--- config.mk ---
export PLATFORM = sky130hd
export DESIGN_NAME = conv_ctrl_seq_flat
export DESIGN_NICKNAME = d
export VERILOG_FILES = /design/src/rtl/conv_ctrl_pkg.sv /design/src/rtl/conv_ctrl_seq_if.sv /design/src/rtl/conv_ctrl_ifmap_mux.sv /design/src/rtl/conv_ctrl_seq.sv /design/src/flat_wrapper.sv
export SDC_FILE = /design/constraint.sdc
export NUM_CORES = 1
export LEC_CHECK = 0
export ABC_CLOCK_PERIOD_IN_PS = 4110
export CORE_AREA = 5 5 277 279
export DETAILED_ROUTE_END_ITERATION = 7
export DIE_AREA = 0 0 282 284
export MAX_ROUTING_LAYER = met4
export PLACE_DENSITY = 0.5
export SYNTH_ARGS = -nofsm -noshare
export SYNTH_HDL_FRONTEND = slang
export SYNTH_SLANG_ARGS = --single-unit
--- constraint.sdc ---
create_clock -name clock -period 4.11 [get_ports clock]
set_input_delay 0.822 -clock clock [delete_from_list [all_inputs] [get_ports clock]]
set_output_delay 0.822 -clock clock [all_outputs]
set_load 0.02 [all_outputs]
--- src/rtl/conv_ctrl_pkg.sv ---
// Shared types and width helpers for the conv-layer control sequencer.
package conv_ctrl_pkg;

  typedef enum logic [2:0] {
    ST_IDLE  = 3'd0,
    ST_PRIME = 3'd1,
    ST_RUN   = 3'd2,
    ST_DRAIN = 3'd3,
    ST_DONE  = 3'd4
  } state_e;

  function automatic int clog2(input int value);
    int r;
    r = 0;
    for (int i = 0; i < 31; i++) begin
      if ((1 << i) < value) r = i + 1;
    end
    return r;
  endfunction

  // Counters indexing a single value still need one bit.
  function automatic int bit_width(input int value);
    return (clog2(value) < 1) ? 1 : clog2(value);
  endfunction

  function automatic int num_groups(input int num_mem, input int par);
    return num_mem / par;
  endfunction

  function automatic int num_one_pixel_cycle(input int num_mem, input int par, input int inter);
    return num_groups(num_mem, par) * inter;
  endfunction

endpackage

--- src/rtl/conv_ctrl_seq_if.sv ---
// Job handshake between the layer top and the conv control sequencer.
interface conv_ctrl_seq_if #(
  parameter int NPIX_WIDTH = 16
);
  logic                  go;
  logic [NPIX_WIDTH-1:0] num_pixels;
  logic                  stall;
  logic                  busy;
  logic                  start;
  logic                  conv_done;
  logic [NPIX_WIDTH-1:0] pixel_count;

  modport master (output go, num_pixels, stall, input busy, start, conv_done, pixel_count);
  modport slave  (input go, num_pixels, stall, output busy, start, conv_done, pixel_count);
endinterface

--- src/rtl/conv_ctrl_ifmap_mux.sv ---
// Selects the IFMAP_PAR consecutive memories of the active group; zero when disabled.
module conv_ctrl_ifmap_mux
  import conv_ctrl_pkg::*;
#(
  parameter int DATA_WIDTH    = 16,
  parameter int INPUT_NUM_MEM = 20,
  parameter int IFMAP_PAR     = 1,
  parameter int GROUP_WIDTH   = 5
) (
  input  logic                              en,
  input  logic [GROUP_WIDTH-1:0]            group,
  input  logic [DATA_WIDTH*INPUT_NUM_MEM-1:0] q_a_all,
  input  logic [DATA_WIDTH*INPUT_NUM_MEM-1:0] q_b_all,
  output logic [DATA_WIDTH*IFMAP_PAR-1:0]   q_a_mux,
  output logic [DATA_WIDTH*IFMAP_PAR-1:0]   q_b_mux
);
  localparam int NUM_GROUPS = num_groups(INPUT_NUM_MEM, IFMAP_PAR);
  localparam int SLICE      = DATA_WIDTH * IFMAP_PAR;

  // Lanes of one group are adjacent memories, so each group is one contiguous slice.
  always_comb begin
    q_a_mux = '0;
    q_b_mux = '0;
    if (en) begin
      for (int g = 0; g < NUM_GROUPS; g++) begin
        if (group == GROUP_WIDTH'(g)) begin
          q_a_mux = q_a_all[g*SLICE +: SLICE];
          q_b_mux = q_b_all[g*SLICE +: SLICE];
        end
      end
    end
  end
endmodule

--- src/rtl/conv_ctrl_seq.sv ---
// Conv-layer control sequencer: one go/done job of num_pixels pixels with prime,
// run and drain phases, stall freeze and ifmap group selection.
//
//  state    | meaning
//  ST_IDLE  | waiting for go after reset
//  ST_PRIME | reads issued, filling the PIPE_DELAY read-to-MAC pipe
//  ST_RUN   | count_sload sweeps each pixel's groups
//  ST_DRAIN | no reads, MAC consumes the last PIPE_DELAY words
//  ST_DONE  | conv_done held until the next go
module conv_ctrl_seq
  import conv_ctrl_pkg::*;
#(
  parameter int DATA_WIDTH                = 16,
  parameter int INPUT_NUM_MEM             = 20,
  parameter int IFMAP_PAR                 = 1,
  parameter int NUM_ONE_PIXEL_CYCLE_INTER = 4,
  parameter int PIPE_DELAY                = 4,
  parameter int NPIX_WIDTH                = 16,
  localparam int NUM_GROUPS           = num_groups(INPUT_NUM_MEM, IFMAP_PAR),
  localparam int NUM_ONE_PIXEL_CYCLE  = num_one_pixel_cycle(INPUT_NUM_MEM, IFMAP_PAR, NUM_ONE_PIXEL_CYCLE_INTER),
  localparam int COUNT_SLOAD_BITWIDTH = bit_width(NUM_ONE_PIXEL_CYCLE)
) (
  input  logic                                clock,
  input  logic                                reset_n,
  conv_ctrl_seq_if.slave                      job,
  input  logic [DATA_WIDTH*INPUT_NUM_MEM-1:0] in_feature_q_a_all,
  input  logic [DATA_WIDTH*INPUT_NUM_MEM-1:0] in_feature_q_b_all,
  output logic [DATA_WIDTH*IFMAP_PAR-1:0]     in_feature_q_a_mux_all,
  output logic [DATA_WIDTH*IFMAP_PAR-1:0]     in_feature_q_b_mux_all,
  output logic                                enable_addrger,
  output logic                                enable_weightaddrger,
  output logic                                enable_mult,
  output logic                                clear_mult,
  output logic                                in_feature_rden_a,
  output logic                                in_feature_rden_b,
  output logic                                weight_rden_a,
  output logic                                weight_rden_b,
  output logic                                in_feature_wren_a,
  output logic                                in_feature_wren_b,
  output logic                                weight_wren_a,
  output logic                                weight_wren_b,
  output logic                                accum_sload,
  output logic [COUNT_SLOAD_BITWIDTH-1:0]     count_sload
);
  localparam int CW = COUNT_SLOAD_BITWIDTH;
  localparam int GW = bit_width(NUM_GROUPS);
  localparam int IW = bit_width(NUM_ONE_PIXEL_CYCLE_INTER);
  localparam int PW = bit_width(PIPE_DELAY);
  localparam logic [CW-1:0] LAST_CNT   = CW'(NUM_ONE_PIXEL_CYCLE - 1);
  localparam logic [IW-1:0] LAST_INTER = IW'(NUM_ONE_PIXEL_CYCLE_INTER - 1);
  localparam logic [PW-1:0] LAST_PHASE = PW'(PIPE_DELAY - 1);

  state_e                state_q, state_d;
  logic [CW-1:0]         cnt_q, cnt_d;
  logic [GW-1:0]         grp_q, grp_d;
  logic [IW-1:0]         inter_q, inter_d;
  logic [PW-1:0]         phase_q, phase_d;
  logic [NPIX_WIDTH-1:0] npix_q, npix_d;
  logic [NPIX_WIDTH-1:0] pix_q, pix_d;
  logic                  start_q, start_d;
  logic                  done_q, done_d;
  logic                  adv;
  logic [NPIX_WIDTH-1:0] pix_inc;

  always_ff @(posedge clock or negedge reset_n) begin
    if (!reset_n) begin
      state_q <= ST_IDLE;
      cnt_q   <= '0;
      grp_q   <= '0;
      inter_q <= '0;
      phase_q <= '0;
      npix_q  <= '0;
      pix_q   <= '0;
      start_q <= 1'b0;
      done_q  <= 1'b0;
    end else begin
      state_q <= state_d;
      cnt_q   <= cnt_d;
      grp_q   <= grp_d;
      inter_q <= inter_d;
      phase_q <= phase_d;
      npix_q  <= npix_d;
      pix_q   <= pix_d;
      start_q <= start_d;
      done_q  <= done_d;
    end
  end

  always_comb begin
    state_d = state_q;
    cnt_d   = cnt_q;
    grp_d   = grp_q;
    inter_d = inter_q;
    phase_d = phase_q;
    npix_d  = npix_q;
    pix_d   = pix_q;
    start_d = start_q;
    done_d  = done_q;
    adv     = !job.stall;
    pix_inc = pix_q + NPIX_WIDTH'(1);

    case (state_q)
      ST_IDLE, ST_DONE: begin
        if (adv && job.go) begin
          start_d = 1'b0;
          pix_d   = '0;
          phase_d = '0;
          if (job.num_pixels != '0) begin
            state_d = ST_PRIME;
            npix_d  = job.num_pixels;
            done_d  = 1'b0;
          end else begin
            state_d = ST_DONE;
            done_d  = 1'b1;
          end
        end
      end
      ST_PRIME: begin
        if (adv) begin
          if (phase_q == LAST_PHASE) begin
            state_d = ST_RUN;
            phase_d = '0;
            cnt_d   = '0;
            grp_d   = '0;
            inter_d = '0;
          end else begin
            phase_d = phase_q + PW'(1);
          end
        end
      end
      ST_RUN: begin
        if (adv) begin
          if (cnt_q == LAST_CNT) begin
            cnt_d   = '0;
            grp_d   = '0;
            inter_d = '0;
            pix_d   = pix_inc;
            start_d = 1'b1;
            if (pix_inc == npix_q) state_d = ST_DRAIN;
          end else begin
            cnt_d = cnt_q + CW'(1);
            // Group advances every INTER cycles without a divider.
            if (inter_q == LAST_INTER) begin
              inter_d = '0;
              grp_d   = grp_q + GW'(1);
            end else begin
              inter_d = inter_q + IW'(1);
            end
          end
        end
      end
      ST_DRAIN: begin
        if (adv) begin
          if (phase_q == LAST_PHASE) begin
            state_d = ST_DONE;
            done_d  = 1'b1;
            phase_d = '0;
          end else begin
            phase_d = phase_q + PW'(1);
          end
        end
      end
      default: state_d = ST_IDLE;
    endcase
  end

  logic reading;
  assign reading = (state_q == ST_PRIME) || (state_q == ST_RUN);

  assign in_feature_rden_a    = reading;
  assign in_feature_rden_b    = reading;
  assign weight_rden_a        = reading;
  assign weight_rden_b        = reading;
  assign in_feature_wren_a    = 1'b0;
  assign in_feature_wren_b    = 1'b0;
  assign weight_wren_a        = 1'b0;
  assign weight_wren_b        = 1'b0;
  assign enable_addrger       = reading && adv;
  assign enable_weightaddrger = reading && adv;
  assign enable_mult          = ((state_q == ST_RUN) || (state_q == ST_DRAIN)) && adv;
  assign clear_mult           = (state_q == ST_PRIME) && (phase_q == '0) && adv;
  assign accum_sload          = (state_q == ST_RUN) && (cnt_q == '0) && adv;
  assign count_sload          = cnt_q;

  assign job.busy        = reading || (state_q == ST_DRAIN);
  assign job.start       = start_q;
  assign job.conv_done   = done_q;
  assign job.pixel_count = pix_q;

  conv_ctrl_ifmap_mux #(
    .DATA_WIDTH    (DATA_WIDTH),
    .INPUT_NUM_MEM (INPUT_NUM_MEM),
    .IFMAP_PAR     (IFMAP_PAR),
    .GROUP_WIDTH   (GW)
  ) u_ifmap_mux (
    .en      (state_q == ST_RUN),
    .group   (grp_q),
    .q_a_all (in_feature_q_a_all),
    .q_b_all (in_feature_q_b_all),
    .q_a_mux (in_feature_q_a_mux_all),
    .q_b_mux (in_feature_q_b_mux_all)
  );
endmodule

--- src/flat_wrapper.sv ---
// flat-port wrapper written by rule: the top's interface ports become plain ports
module conv_ctrl_seq_flat import conv_ctrl_pkg::*;
#(
  parameter int DATA_WIDTH                = 16,
  parameter int INPUT_NUM_MEM             = 20,
  parameter int IFMAP_PAR                 = 1,
  parameter int NUM_ONE_PIXEL_CYCLE_INTER = 4,
  parameter int PIPE_DELAY                = 4,
  parameter int NPIX_WIDTH                = 16,
  localparam int NUM_GROUPS           = num_groups(INPUT_NUM_MEM, IFMAP_PAR),
  localparam int NUM_ONE_PIXEL_CYCLE  = num_one_pixel_cycle(INPUT_NUM_MEM, IFMAP_PAR, NUM_ONE_PIXEL_CYCLE_INTER),
  localparam int COUNT_SLOAD_BITWIDTH = bit_width(NUM_ONE_PIXEL_CYCLE)
)
  (clock, reset_n, in_feature_q_a_all, in_feature_q_b_all, in_feature_q_a_mux_all, in_feature_q_b_mux_all, enable_addrger, enable_weightaddrger, enable_mult, clear_mult, in_feature_rden_a, in_feature_rden_b, weight_rden_a, weight_rden_b, in_feature_wren_a, in_feature_wren_b, weight_wren_a, weight_wren_b, accum_sload, count_sload, job_go, job_num_pixels, job_stall, job_busy, job_start, job_conv_done, job_pixel_count);
  conv_ctrl_seq_if #(.NPIX_WIDTH(NPIX_WIDTH)) job_i ();
  input  logic clock;
  input  logic reset_n;
  input  logic [DATA_WIDTH*INPUT_NUM_MEM-1:0] in_feature_q_a_all;
  input  logic [DATA_WIDTH*INPUT_NUM_MEM-1:0] in_feature_q_b_all;
  output logic [DATA_WIDTH*IFMAP_PAR-1:0] in_feature_q_a_mux_all;
  output logic [DATA_WIDTH*IFMAP_PAR-1:0] in_feature_q_b_mux_all;
  output logic enable_addrger;
  output logic enable_weightaddrger;
  output logic enable_mult;
  output logic clear_mult;
  output logic in_feature_rden_a;
  output logic in_feature_rden_b;
  output logic weight_rden_a;
  output logic weight_rden_b;
  output logic in_feature_wren_a;
  output logic in_feature_wren_b;
  output logic weight_wren_a;
  output logic weight_wren_b;
  output logic accum_sload;
  output logic [COUNT_SLOAD_BITWIDTH-1:0] count_sload;
  input wire logic [$bits(job_i.go)-1:0] job_go;
  input wire logic [$bits(job_i.num_pixels)-1:0] job_num_pixels;
  input wire logic [$bits(job_i.stall)-1:0] job_stall;
  output wire logic [$bits(job_i.busy)-1:0] job_busy;
  output wire logic [$bits(job_i.start)-1:0] job_start;
  output wire logic [$bits(job_i.conv_done)-1:0] job_conv_done;
  output wire logic [$bits(job_i.pixel_count)-1:0] job_pixel_count;
  assign job_i.go = job_go;
  assign job_i.num_pixels = job_num_pixels;
  assign job_i.stall = job_stall;
  assign job_busy = job_i.busy;
  assign job_start = job_i.start;
  assign job_conv_done = job_i.conv_done;
  assign job_pixel_count = job_i.pixel_count;
  conv_ctrl_seq #(.DATA_WIDTH(DATA_WIDTH), .INPUT_NUM_MEM(INPUT_NUM_MEM), .IFMAP_PAR(IFMAP_PAR), .NUM_ONE_PIXEL_CYCLE_INTER(NUM_ONE_PIXEL_CYCLE_INTER), .PIPE_DELAY(PIPE_DELAY), .NPIX_WIDTH(NPIX_WIDTH)) u_core (.clock(clock), .reset_n(reset_n), .job(job_i), .in_feature_q_a_all(in_feature_q_a_all), .in_feature_q_b_all(in_feature_q_b_all), .in_feature_q_a_mux_all(in_feature_q_a_mux_all), .in_feature_q_b_mux_all(in_feature_q_b_mux_all), .enable_addrger(enable_addrger), .enable_weightaddrger(enable_weightaddrger), .enable_mult(enable_mult), .clear_mult(clear_mult), .in_feature_rden_a(in_feature_rden_a), .in_feature_rden_b(in_feature_rden_b), .weight_rden_a(weight_rden_a), .weight_rden_b(weight_rden_b), .in_feature_wren_a(in_feature_wren_a), .in_feature_wren_b(in_feature_wren_b), .weight_wren_a(weight_wren_a), .weight_wren_b(weight_wren_b), .accum_sload(accum_sload), .count_sload(count_sload));
endmodule
==> insert_results.sql, run 1 <==
INSERT INTO impl_metrics (metric_group, metric, value, unit) VALUES
('worst_setup_path', 'path_delay_family', 'compound AO/OA/AOI/OAI gates', ''),
('worst_setup_path', 'worst-path-buf-inv', '5', ''),
('die', 'floorplan_die_width', '282', 'microns'),
('sta', 'timing.final.max_slew_violations', '0', ''),
('sta', 'maxClockFrequency', '246.2', 'MHz'),
('cells_and_area', 'fill_cells', '7957', ''),
('sta', 'max_slew_margin', '38.75', '%'),
('synth', 'synth_register_bits', '53', ''),
('synth', 'muxShareOfSynthArea', '2.101', '%'),
('synth', 'per_instance_average_area_after_synthesis', '6.801', 'sq um'),
('synth', 'synth_top_flop_cell', 'sky130_fd_sc_hd__dfrtp_1', ''),
('worst_setup_path', 'timing.critical_path.arrival', '3.24', 'ns'),
('grt', 'global_route_wire_length_before_repair', '145.3', 'mm'),
('clock_tree', 'numCtsBuffers', '5', ''),
('synth', 'largest_family_of_logic_cells_by_synthesized_area', 'compound AO/OA/AOI/OAI gates', ''),
('sta', 'layout_min_cycle_time', '4.061', 'ns'),
('worst_hold_path', 'hold_class', 'flip-flop to flip-flop', ''),
('synth', 'synth_warnings', '0', ''),
('synth', 'synth-edff-count', '0', ''),
('sta', 'max_slew.worst_pin.slew', '0.9188', 'ns'),
('synth', 'syn-cell-area', '10540', 'sq um'),
('worst_hold_path', 'min_from', 'u_core.job.start$_DFFE_PN0P_', ''),
('status', 'run_status', 'finished clean', ''),
('drt', 'drtAntennaViolNets', '0', ''),
('drt', 'via_per_inst', '5.158', ''),
('cells_and_area', 'layout_common_cells', 'sky130_fd_sc_hd__clkdlybuf4s50_1, sky130_fd_sc_hd__buf_4, sky130_fd_sc_hd__o21ai_0, sky130_fd_sc_hd__nand2_1, sky130_fd_sc_hd__a21oi_1', ''),
('placement', 'gpl.final_weighted_congestion', '0.9561', ''),
('worst_setup_path', 'critical_path.cell_chain', 'buf_6, ha_4, buf_12, or2_4, and2_1, buf_4, a221oi_1, o21ai_0, a21oi_2, buf_4, o22ai_1, buf_4', ''),
('cells_and_area', 'post_route_cells_drive_above_1_share', '19.83', '%'),
('power_and_ir_drop', 'finalPower', '0.01093', 'W'),
('worst_setup_path', 'crit_type', 'flip-flop to output pin', ''),
('drt', 'finalWirelength', '109.2', 'mm'),
('worst_setup_path', 'worst-r2r-setup-slack', '1.34', 'ns'),
('sta', 'finalSetupViolCount', '0', ''),
('synth', 'synth_async_sr_flop_share', '100.0', '%'),
('synth', 'synthesis.instances', '1550', ''),
('synth', 'post_synth_fa_ha_maj_area_fraction', '1.401', '%'),
('worst_hold_path', 'worstHoldPathCells', '2', ''),
('worst_setup_path', 'cp.required', '3.29', 'ns'),
('grt', 'grt_antenna_before_repair', '31', ''),
('drt', 'drt_iter0_drc', '1645', ''),
('drt', 'via_count', '17530', ''),
('clock_tree', 'htree_num_levels', '2', ''),
('worst_hold_path', 'holdPathEnd', 'u_core.job.start$_DFFE_PN0P_', ''),
('sta', 'hold_viol', '0', ''),
('sta', 'final_min_period_over_clock_period', '98.82', '%'),
('sta', 'unrepaired_setup_endpoints_after_global_routing', 'yes', ''),
('worst_setup_path', 'crit-reg2reg-capture', 'u_core.state_q[0]$_DFFE_PN0P_', ''),
('drt', 'drc', '0', ''),
('clock_tree', 'worst_skew_pair.late_latency', '0.32', 'ns'),
('worst_setup_path', 'timing.reg2reg.worst_path_depth', '7', ''),
('synth', 'xor_and_xnor_fraction_of_the_mapped_netlist_area', '1.745', '%'),
('worst_setup_path', 'crit_path_max_fanout', '7', ''),
('die', 'die_h', '284', 'microns'),
('worst_setup_path', 'slowest_stage', 'sky130_fd_sc_hd__dfrtp_1', ''),
('cells_and_area', 'areaGrowthSynthToFinish', '106.6', '%'),
('clock_tree', 'cts_root_buffer', 'sky130_fd_sc_hd__clkbuf_16', ''),
('job', 'maxCapViolations', '0', ''),
('worst_setup_path', 'crit-reg2reg-launch', 'u_core.job.pixel_count[0]$_DFFE_PN0P_', ''),
('worst_setup_path', 'worstSetupEndpointType', 'output pin', ''),
('power_and_ir_drop', 'p_leak', '8.239', 'nW'),
('sta', 'timing.clock.skew', '0.008946', 'ns'),
('power_and_ir_drop', 'vdd.ir_drop.worst', '452.0', 'uV'),
('synth', 'synthSimpleGateAreaFrac', '27.28', '%'),
('cells_and_area', 'layout.cells.most_common', 'sky130_fd_sc_hd__clkdlybuf4s50_1', ''),
('drt', 'detail_route.wl_per_cell', '32.14', 'microns'),
('clock_tree', 'clkSinkCount', '53', ''),
('placement', 'io_buffer_count', '726', ''),
('synth', 'synth_compound_gate_area_share', '45.29', '%'),
('grt', 'grt_start_max_net_pins', '42', ''),
('synth', 'synth-seq-area-share', '12.58', '%');
-- stage by stage --
stage / area, sq um / setup slack [ns] / hold WS [ns] / utilization (%) / std cells
6_report: 21780 / 0.04867 / 0.4913 / 29.45 / 3398
4_1_cts: 21130 / -0.1010 / 0.4927 / 28.57 / 3341
3_5_place_dp: 20500 / -0.7749 / 0.4681 / 27.72 / 3323
3_3_place_gp: 20500 / -0.7469 / 0.4675 / 27.72 / 3323
2_1_floorplan: 10550 / 0.2434 / 0.4616 / - / 1553
5_1_grt: 21770 / -0.05647 / 0.5072 / 29.44 / 3394
-- worst max-delay path by stage --
stage	end	slack [ns]	cells after the start
6_report	in_feature_q_b_mux_all[2]	0.05	12
5_1_grt	in_feature_q_a_mux_all[2]	-0.06	13
4_1_cts	in_feature_q_a_mux_all[12]	-0.10	12
3_5_place_dp	in_feature_q_b_mux_all[4]	-0.77	11
3_3_place_gp	in_feature_q_b_mux_all[4]	-0.75	11
2_1_floorplan	in_feature_q_b_mux_all[5]	0.24	12
-- power by group --
part	internal (W)	total, W	switching (W)
combinational	0.00431	0.00946	0.00514
clock	0.000235	0.000480	0.000245
sequential	0.000713	0.000992	0.000279
-- cell type report --
type	count	area, sq um	share of cell area, %
timing repair buffer	1010	9912	45.52
antenna	29	72.57	0.3332
tap	969	1212	5.567
clock inverter	3	28.78	0.1321
inverter	36	138.9	0.6377
multi-input combinational	1293	8957	41.13
clock buffer	5	125.1	0.5745
sequential	53	1330	6.107
-- metal layers --
layer  vias up  GRT usage, %  wire, microns
met2      1038         43.91          53170
li1       7784             -              -
met4         0         7.613           3281
met3       144         5.125           8932
met5         -             -              0
met1      8562         31.51          43840
-- cells in the mapped netlist, drive strengths merged, types with 9 or more instances --
| cell type | number | area (sq um) |
|---|---|---|
| nand2 | 141 | 536.8 |
| ha | 11 | 137.6 |
| or3 | 24 | 150.1 |
| xor2 | 9 | 78.83 |
| buf | 105 | 625.6 |
| nor4 | 13 | 81.33 |
| inv | 36 | 135.1 |
| a22o | 9 | 78.83 |
| clkbuf | 66 | 247.7 |
| nand3 | 26 | 130.1 |
| a2111oi | 21 | 222.7 |
| nand4 | 10 | 62.56 |
| a21o | 25 | 187.7 |
| nand2b | 21 | 131.4 |
| and2 | 11 | 68.82 |
| a32o | 13 | 130.1 |
| a221o | 12 | 120.1 |
| dfrtp | 53 | 1326 |
| a221oi | 38 | 332.8 |
| o31ai | 17 | 127.6 |
| nor3 | 41 | 226.5 |
| a222oi | 13 | 130.1 |
| nor2 | 122 | 468.0 |
| o32ai | 11 | 96.34 |
| o221ai | 42 | 367.9 |
| nand4bb | 11 | 128.9 |
| a31oi | 22 | 137.6 |
| o22ai | 60 | 375.4 |
| xnor2 | 12 | 105.1 |
| a211oi | 17 | 127.6 |
| o211ai | 25 | 187.7 |
| and3 | 36 | 225.2 |
| a22oi | 25 | 187.7 |
| a21oi | 138 | 690.7 |
| o21ai | 163 | 815.8 |
| nor2b | 31 | 193.9 |
| o2111ai | 11 | 96.34 |
| mux2 | 17 | 191.4 |
-- cells by family after synthesis --
| family | after synthesis |
|---|---|
| AOI/OAI and AO/OA | 703 |
| and+or+nand+nor | 533 |
| buffers and inverters | 207 |
| DFF | 53 |
| xor gates and xnor gates | 21 |
| muxes | 20 |
| adders and majority gates | 12 |
| other | 1 |
-- what timing repair did --
action	CTS	global route
gates cloned	1	2
pin swaps	14	36
endpoints found under the setup margin	30	29
hold buffers	0	0
setup buffers	9	28
resized for setup	111	87
-- state kept, by name, indices dropped and copies added, names as in the netlist --
| signal | cells |
|---|---|
| u_core.count_sload | 7 |
| u_core.grp_q | 5 |
| u_core.inter_q | 2 |
| u_core.job.conv_done | 1 |
| u_core.job.pixel_count | 16 |
| u_core.job.start | 1 |
| u_core.npix_q | 16 |
| u_core.phase_q | 2 |
| u_core.state_q | 3 |
-- tightest hold or removal path, cell delays in order, from the launching register on --
cell	delay, ns
sky130_fd_sc_hd__dfrtp_1	0.36
sky130_fd_sc_hd__nand2_1	0.05
sky130_fd_sc_hd__nand2_1	0.05
(Power assumes the default switching activity.)
==> run 2: changes to the inputs <==
==> constraint.sdc (replaced) <==
create_clock -name clock -period 4.11 [get_ports clock]
set_input_delay 0.822 -clock clock [delete_from_list [all_inputs] [get_ports clock]]
set_output_delay 0.822 -clock clock [all_outputs]
set_load 0.05 [all_outputs]
==> run 2 against run 1 <==
Net effect: the run now ends with negative setup slack left; maximum frequency is 1.7% lower; highest routed layer unchanged; setup slack worse by 0.072 ns; largest power group unchanged; largest cell class unchanged; first-iteration DRC count is 0.12% lower; critical path type unchanged; combinational power is 9% higher; flip-flop and latch count stayed put; wire length is 0.55% higher.
==> insert_results.sql, run 2 (same netlist as run 1, synthesis figures left out) <==
INSERT INTO impl_metrics (metric_group, metric, value, unit) VALUES
('placement', 'io_buffer_count', '726', ''),
('clock_tree', 'clkSinkCount', '53', ''),
('placement', 'place.detailed.hpwl', '90.48', 'mm'),
('worst_setup_path', 'crit_path_max_fanout', '8', ''),
('sta', 'hold_slack', '0.4881', 'ns'),
('sta', 'unrepaired_setup_endpoints_after_global_routing', 'yes', ''),
('drt', 'drtAntennaViolNets', '0', ''),
('sta', 'layout_min_cycle_time', '4.133', 'ns'),
('drt', 'via_count', '17420', ''),
('grt', 'first_global_vias', '17490', ''),
('sta', 'hold_viol', '0', ''),
('cells_and_area', 'layout.cells.most_common', 'sky130_fd_sc_hd__clkdlybuf4s50_1', ''),
('worst_setup_path', 'timing.critical_path.arrival', '3.31', 'ns'),
('sta', 'max_slew.worst_pin.slew', '1.037', 'ns'),
('cells_and_area', 'layout.nets', '2998', ''),
('drt', 'finalWirelength', '109.8', 'mm'),
('die', 'initial_core_util', '14.26', '%'),
('sta', 'finalSetupViolCount', '2', ''),
('grt', 'global_route_wire_length_before_repair', '145.1', 'mm'),
('grt', 'grt_remaining_overflow', '0', ''),
('power_and_ir_drop', 'pwr_density_cell', '549.6', 'nW/um^2'),
('cells_and_area', 'layout_common_cells', 'sky130_fd_sc_hd__clkdlybuf4s50_1, sky130_fd_sc_hd__buf_4, sky130_fd_sc_hd__o21ai_0, sky130_fd_sc_hd__nand2_1, sky130_fd_sc_hd__a21oi_1', ''),
('die', 'floorplan_die_width', '282', 'microns'),
('worst_setup_path', 'critical_path.startpoint_type', 'flip-flop', ''),
('clock_tree', 'hold_buffers', '0', ''),
('sta', 'timing.final.max_slew_violations', '0', ''),
('clock_tree', 'numCtsBuffers', '5', ''),
('cells_and_area', 'areaGrowthSynthToFinish', '102.9', '%'),
('grt', 'grt_start_max_net_pins', '44', ''),
('grt', 'grt_use_total', '26.01', '%'),
('sta', 'setup_slack', '-0.02298', 'ns'),
('worst_hold_path', 'hold_class', 'flip-flop to flip-flop', ''),
('sta', 'final_min_period_over_clock_period', '100.6', '%'),
('clock_tree', 'htree_num_levels', '2', ''),
('clock_tree', 'clockBufferDepth', '2', ''),
('drt', 'via_per_inst', '5.233', ''),
('sta', 'setup_tns', '-0.02483', 'ns'),
('clock_tree', 'cts_root_buffer', 'sky130_fd_sc_hd__clkbuf_16', ''),
('cells_and_area', 'fin_util', '28.93', '%'),
('die', 'dieArea', '80090', 'sq um'),
('die', 'top_level_ports', '731', ''),
('cells_and_area', 'post_route_cells_drive_above_1_share', '17.65', '%'),
('drt', 'drc', '0', ''),
('die', 'row_count', '100', ''),
('drt', 'detail_route.wl_per_cell', '32.99', 'microns'),
('power_and_ir_drop', 'finalPower', '0.01176', 'W'),
('clock_tree', 'cts_tree', 'yes', ''),
('clock_tree', 'worst_setup_hold_path_clk_slew', '0.08', 'ns'),
('power_and_ir_drop', 'vdd.ir_drop.worst', '537.7', 'uV'),
('status', 'run_status', 'finished, violations left', ''),
('worst_setup_path', 'crit_type', 'flip-flop to output pin', ''),
('drt', 'dr.pass1.iters', '5', ''),
('status', 'failed_checks', 'negative setup slack', ''),
('drt', 'drt_iter0_drc', '1643', ''),
('sta', 'max_slew_margin', '30.35', '%'),
('grt', 'grt_antenna_before_repair', '35', ''),
('placement', 'gpl.final_weighted_congestion', '0.9538', ''),
('sta', 'maxClockFrequency', '242.0', 'MHz'),
('sta', 'timing.clock.skew', '0.006602', 'ns'),
('die', 'die_h', '284', 'microns'),
('worst_setup_path', 'worstSetupEndpointType', 'output pin', ''),
('worst_setup_path', 'cp.required', '3.29', 'ns'),
('power_and_ir_drop', 'p_leak', '7.891', 'nW'),
('die', 'core_area', '73950', 'sq um'),
('job', 'maxCapViolations', '0', ''),
('clock_tree', 'worst_skew_pair.late_latency', '0.31', 'ns');
==> run 2: cell count changes in the layout (fill, tap and decap cells not counted), sizes merged <==
cell and change:
clkinvlp -1, clkdlybuf4s50 -4, inv +1, dlymetal6s2s -1
buf -58, diode +3, clkbuf -1, dlygate4sd2 -2
clkdlybuf4s15 -5, bufbuf -1
==> run 2: worst max-delay path, cell delays in order (launching register included) <==
cell	delay, ns
sky130_fd_sc_hd__dfrtp_2	0.43
sky130_fd_sc_hd__buf_6	0.14
sky130_fd_sc_hd__inv_4	0.07
sky130_fd_sc_hd__ha_4	0.23
sky130_fd_sc_hd__nor3b_4	0.30
sky130_fd_sc_hd__buf_6	0.19
sky130_fd_sc_hd__buf_4	0.15
sky130_fd_sc_hd__and3_1	0.16
sky130_fd_sc_hd__o22ai_1	0.09
sky130_fd_sc_hd__a211oi_1	0.59
sky130_fd_sc_hd__o2111ai_1	0.27
sky130_fd_sc_hd__nand3_1	0.21
sky130_fd_sc_hd__buf_12	0.16
==> run 2: path summary, 6_finish.rpt <==
check	start	depth (start not counted)	slack [ns]	endpoint
setup / recovery	u_core.grp_q[0]$_DFFE_PN0P_	12	-0.02	in_feature_q_a_mux_all[8]
hold / removal	u_core.job.start$_DFFE_PN0P_	2	0.49	u_core.job.start$_DFFE_PN0P_
setup reg to reg	u_core.job.pixel_count[0]$_DFFE_PN0P_	7	1.51	u_core.state_q[0]$_DFFE_PN0P_
hold reg to reg	u_core.job.start$_DFFE_PN0P_	2	0.49	u_core.job.start$_DFFE_PN0P_
max in group asynchronous	reset_n	2	2.63	u_core.job.pixel_count[9]$_DFFE_PN0P_
min in group asynchronous	reset_n	1	0.65	u_core.npix_q[6]$_DFFE_PN0P_
==> run 2: power by group <==
| group | switching [W] | internal [W] | leakage, nW | total [W] |
|---|---|---|---|---|
| clock | 0.000245 | 0.000235 | 0.0765 | 0.000480 |
| combinational | 0.00591 | 0.00439 | 7.14 | 0.0103 |
| sequential | 0.000270 | 0.000715 | 0.671 | 0.000984 |
==> run 2: repair_timing <==
action                                  4_1_cts  5_1_grt
setup buffers                                 9       36
cloned                                        0        5
pin swaps                                     9       19
resized for setup                            56       89
endpoints found under the setup margin       32       28
==> run 2: area by class of cell <==
class	count	area [sq um]
flip-flops and latches	53	1333
clock buffers	5	125.1
clock inverters	3	28.78
diodes	32	80.08
multi-input cells	1293	8975
repair buffers	938	9495
well taps	969	1212
fillers	8041	52560
inverters	36	140.1
==> run 2: metal layers <==
layer | vias up | track usage (%) | wire (microns) | part of all wire, %
li1 | 7654 | - | - | -
met1 | 8637 | 31.80 | 44970 | 41
met2 | 978 | 43.45 | 52660 | 48
met3 | 153 | 5.545 | 8442 | 7.7
met4 | 0 | 7.001 | 3750 | 3.4
met5 | - | - | 0 | 0
==> run 2: metrics by stage <==
| stage | std cells | setup WS [ns] | instance area, sq um |
|---|---|---|---|
| finish | 3329 | -0.02298 | 21390 |
| global route | 3328 | -0.04108 | 21390 |
| CTS | 3256 | -0.08361 | 20550 |
| detailed placement | 3239 | -0.1806 | 20060 |
| global placement | 3239 | -0.2270 | 20060 |
| floorplan | 1553 | 0.009394 | 10630 |
==> run 3: changes to the inputs <==
--- a/config.mk
+++ b/config.mk
@@ -11,6 +11,8 @@
 export DIE_AREA = 0 0 282 284
 export MAX_ROUTING_LAYER = met4
 export PLACE_DENSITY = 0.5
+export REMOVE_ABC_BUFFERS = 1
+export SLEW_MARGIN = 20
 export SYNTH_ARGS = -nofsm -noshare
 export SYNTH_HDL_FRONTEND = slang
 export SYNTH_SLANG_ARGS = --single-unit
==> run 3 against run 2 <==
Net effect: the run now ends clean; first-iteration DRC count is 5.4% lower; via count is 1.8% lower; sequential share of layout area is 0.13 points higher; cell count is 0.84% lower; clock skew is 0.00083 ns lower; sequential power is 0.7% higher; die area stayed put; clock power is 2% lower; total power is 5.4% lower; flip-flop and latch count stayed put.
==> insert_results.sql, run 3 (same netlist as run 1, synthesis figures left out) <==
INSERT INTO impl_metrics (metric_group, metric, value, unit) VALUES
('status', 'run_status', 'finished clean', ''),
('cells_and_area', 'post_route_cells_drive_above_1_share', '15.84', '%'),
('worst_setup_path', 'timing.reg2reg.worst_path_depth', '6', ''),
('sta', 'timing.final.max_slew_violations', '0', ''),
('placement', 'placedInstanceArea', '20110', 'sq um'),
('worst_setup_path', 'crit-reg2reg-launch', 'u_core.state_q[1]$_DFFE_PN0P_', ''),
('placement', 'place.detailed.hpwl', '94.30', 'mm'),
('drt', 'via_per_inst', '5.182', ''),
('worst_setup_path', 'timing.critical_path.arrival', '3.26', 'ns'),
('worst_setup_path', 'worst-path-buf-inv', '5', ''),
('drt', 'drtAntennaViolNets', '0', ''),
('grt', 'grt_antenna_before_repair', '29', ''),
('cells_and_area', 'fin_area', '20920', 'sq um'),
('clock_tree', 'htree_num_levels', '2', ''),
('clock_tree', 'cts_tree', 'yes', ''),
('sta', 'maxClockFrequency', '245.1', 'MHz'),
('drt', 'finalWirelength', '113.1', 'mm'),
('worst_setup_path', 'worst_setup_path_endpoint', 'in_feature_q_b_mux_all[12]', ''),
('worst_setup_path', 'worstSetupEndpointType', 'output pin', ''),
('worst_setup_path', 'critical-path-top-cell-by-count', 'sky130_fd_sc_hd__buf_12', ''),
('drt', 'via_count', '17110', ''),
('die', 'row_count', '100', ''),
('cells_and_area', 'layout.cells.most_common', 'sky130_fd_sc_hd__clkdlybuf4s50_1', ''),
('grt', 'first_global_vias', '18180', ''),
('clock_tree', 'clkSinkCount', '53', ''),
('die', 'die_h', '284', 'microns'),
('worst_setup_path', 'cp.required', '3.29', 'ns'),
('power_and_ir_drop', 'pwr_density_cell', '531.4', 'nW/um^2'),
('grt', 'grt_start_max_net_pins', '54', ''),
('grt', 'global_route_wire_length_before_repair', '151.0', 'mm'),
('sta', 'setup_tns', '0', 'ns'),
('drt', 'drc', '0', ''),
('sta', 'layout_min_cycle_time', '4.080', 'ns'),
('drt', 'drt_iter0_drc', '1554', ''),
('placement', 'io_buffer_count', '726', ''),
('placement', 'gpl.final_weighted_congestion', '0.9705', ''),
('cells_and_area', 'areaGrowthSynthToFinish', '98.42', '%'),
('cells_and_area', 'layout.nets', '2974', ''),
('die', 'initial_core_util', '14.26', '%'),
('die', 'core_area', '73950', 'sq um'),
('sta', 'unrepaired_setup_endpoints_after_global_routing', 'yes', ''),
('drt', 'met3WireLength', '8.178', 'mm'),
('cells_and_area', 'layout_common_cells', 'sky130_fd_sc_hd__clkdlybuf4s50_1, sky130_fd_sc_hd__buf_4, sky130_fd_sc_hd__o21ai_0, sky130_fd_sc_hd__nand2_1, sky130_fd_sc_hd__a21oi_1', ''),
('clock_tree', 'worst_setup_hold_path_clk_slew', '0.08', 'ns'),
('power_and_ir_drop', 'vdd.ir_drop.worst', '424.9', 'uV'),
('cells_and_area', 'fin_util', '28.29', '%'),
('sta', 'final_min_period_over_clock_period', '99.27', '%'),
('worst_setup_path', 'crit_path_max_fanout', '21', ''),
('worst_setup_path', 'crit-reg2reg-capture', 'u_core.grp_q[0]$_DFFE_PN0P_', ''),
('worst_setup_path', 'crit_type', 'flip-flop to output pin', ''),
('drt', 'm1WireLength', '44.24', 'mm'),
('power_and_ir_drop', 'p_leak', '7.690', 'nW'),
('clock_tree', 'worst_skew_pair.late_latency', '0.31', 'ns'),
('drt', 'met2_length', '56.96', 'mm'),
('die', 'floorplan_die_width', '282', 'microns'),
('worst_setup_path', 'timing.critical_path.depth', '12', ''),
('drt', 'highest-signal-layer', 'met4', ''),
('drt', 'detail_route.wl_per_cell', '34.27', 'microns'),
('worst_setup_path', 'slowest_stage', 'sky130_fd_sc_hd__dfrtp_2', ''),
('sta', 'max_slew.worst_pin.slew', '0.9713', 'ns'),
('worst_setup_path', 'setup.worst_path.start', 'u_core.grp_q[1]$_DFFE_PN0P_', ''),
('sta', 'max_slew_margin', '34.75', '%'),
('power_and_ir_drop', 'finalPower', '0.01112', 'W'),
('worst_setup_path', 'worst-r2r-setup-slack', '1.30', 'ns'),
('drt', 'dr.pass1.iters', '5', ''),
('grt', 'grt_use_total', '27.35', '%'),
('sta', 'timing.clock.skew', '0.005767', 'ns'),
('worst_setup_path', 'critical_path.cell_chain', 'inv_2, ha_4, clkbuf_4, and4bb_2, buf_12, and2_1, a2111oi_2, a211oi_2, o21ai_0, buf_4, a41oi_2, buf_12', ''),
('grt', 'grt_remaining_overflow', '0', ''),
('clock_tree', 'numCtsBuffers', '5', ''),
('die', 'dieArea', '80090', 'sq um'),
('worst_setup_path', 'critical-path-max-stage-delay', '0.46', 'ns'),
('clock_tree', 'clockBufferDepth', '2', ''),
('worst_setup_path', 'path_delay_family', 'compound AO/OA/AOI/OAI gates', ''),
('worst_setup_path', 'critical_path.startpoint_type', 'flip-flop', ''),
('job', 'maxCapViolations', '0', ''),
('clock_tree', 'cts_root_buffer', 'sky130_fd_sc_hd__clkbuf_16', ''),
('worst_hold_path', 'hold_class', 'flip-flop to flip-flop', ''),
('die', 'top_level_ports', '731', ''),
('sta', 'finalSetupViolCount', '0', ''),
('sta', 'hold_viol', '0', '');
## run 3: cell types whose count changed in the layout (fill, tap and decap cells not counted), moves of 4 or more
cell,delta
sky130_fd_sc_hd__diode_2,-4
sky130_fd_sc_hd__buf_4,-18
sky130_fd_sc_hd__clkbuf_16,-6
sky130_fd_sc_hd__o221ai_1,+4
sky130_fd_sc_hd__o22ai_1,+5
sky130_fd_sc_hd__a2111oi_4,-5
sky130_fd_sc_hd__o221ai_2,-4
sky130_fd_sc_hd__o22ai_2,-5
sky130_fd_sc_hd__a2111oi_2,+7
## run 3: layout make-up
cell class | count | area [sq um]
Sequential cell | 53 | 1331
Antenna cell | 28 | 70.07
Clock inverter | 3 | 21.27
Clock buffer | 5 | 125.1
Tap cell | 969 | 1212
Inverter | 36 | 135.1
Fill cell | 8030 | 53030
Multi-Input combinational cell | 1293 | 8796
Timing Repair Buffer | 914 | 9225
## run 3: layer usage
metal	up-vias	track usage, %
met5	-	-
met4	0	7.723
met3	140	5.463
met2	910	48.20
met1	8451	31.44
li1	7604	-
## run 3: stage by stage
stage | setup WS [ns] | hold WS [ns] | cells
floorplan | -3.180 | 0.4615 | 1382
global placement | -0.4434 | 0.4640 | 3249
detailed placement | -0.4105 | 0.4721 | 3249
CTS | -0.008441 | 0.4916 | 3266
global route | -0.04132 | 0.5138 | 3297
finish | 0.02990 | 0.4901 | 3301
## run 3: what timing repair did
item,in CTS,in global routing
resized for setup,65,43
pin swaps,11,11
setup buffers,10,7
hold buffers,0,0
setup endpoints to repair,29,30
## run 3: power breakdown
part / switching [W] / internal [W] / leakage [nW]
Combinational: 0.00568 / 0.00398 / 6.95
Sequential: 0.000277 / 0.000714 / 0.673
Clock: 0.000241 / 0.000229 / 0.0704
Total: 0.00619 / 0.00492 / 7.69
## run 3: worst min path at each step
stage                                              from                             to  depth (start not counted)
after floorplan           u_core.inter_q[0]$_DFFE_PN0P_  u_core.inter_q[0]$_DFFE_PN0P_                          1
after global placement     u_core.job.start$_DFFE_PN0P_   u_core.job.start$_DFFE_PN0P_                          2
after detailed placement   u_core.job.start$_DFFE_PN0P_   u_core.job.start$_DFFE_PN0P_                          2
after CTS                  u_core.job.start$_DFFE_PN0P_   u_core.job.start$_DFFE_PN0P_                          2
after global routing      u_core.inter_q[0]$_DFFE_PN0P_  u_core.inter_q[0]$_DFFE_PN0P_                          1
final                      u_core.job.start$_DFFE_PN0P_   u_core.job.start$_DFFE_PN0P_                          2
## run 3: tightest hold or removal path, stage by stage, from the launching register on
cell and delay, ns:
sky130_fd_sc_hd__dfrtp_1 0.35, sky130_fd_sc_hd__nand2_1 0.05, sky130_fd_sc_hd__nand2_1 0.06
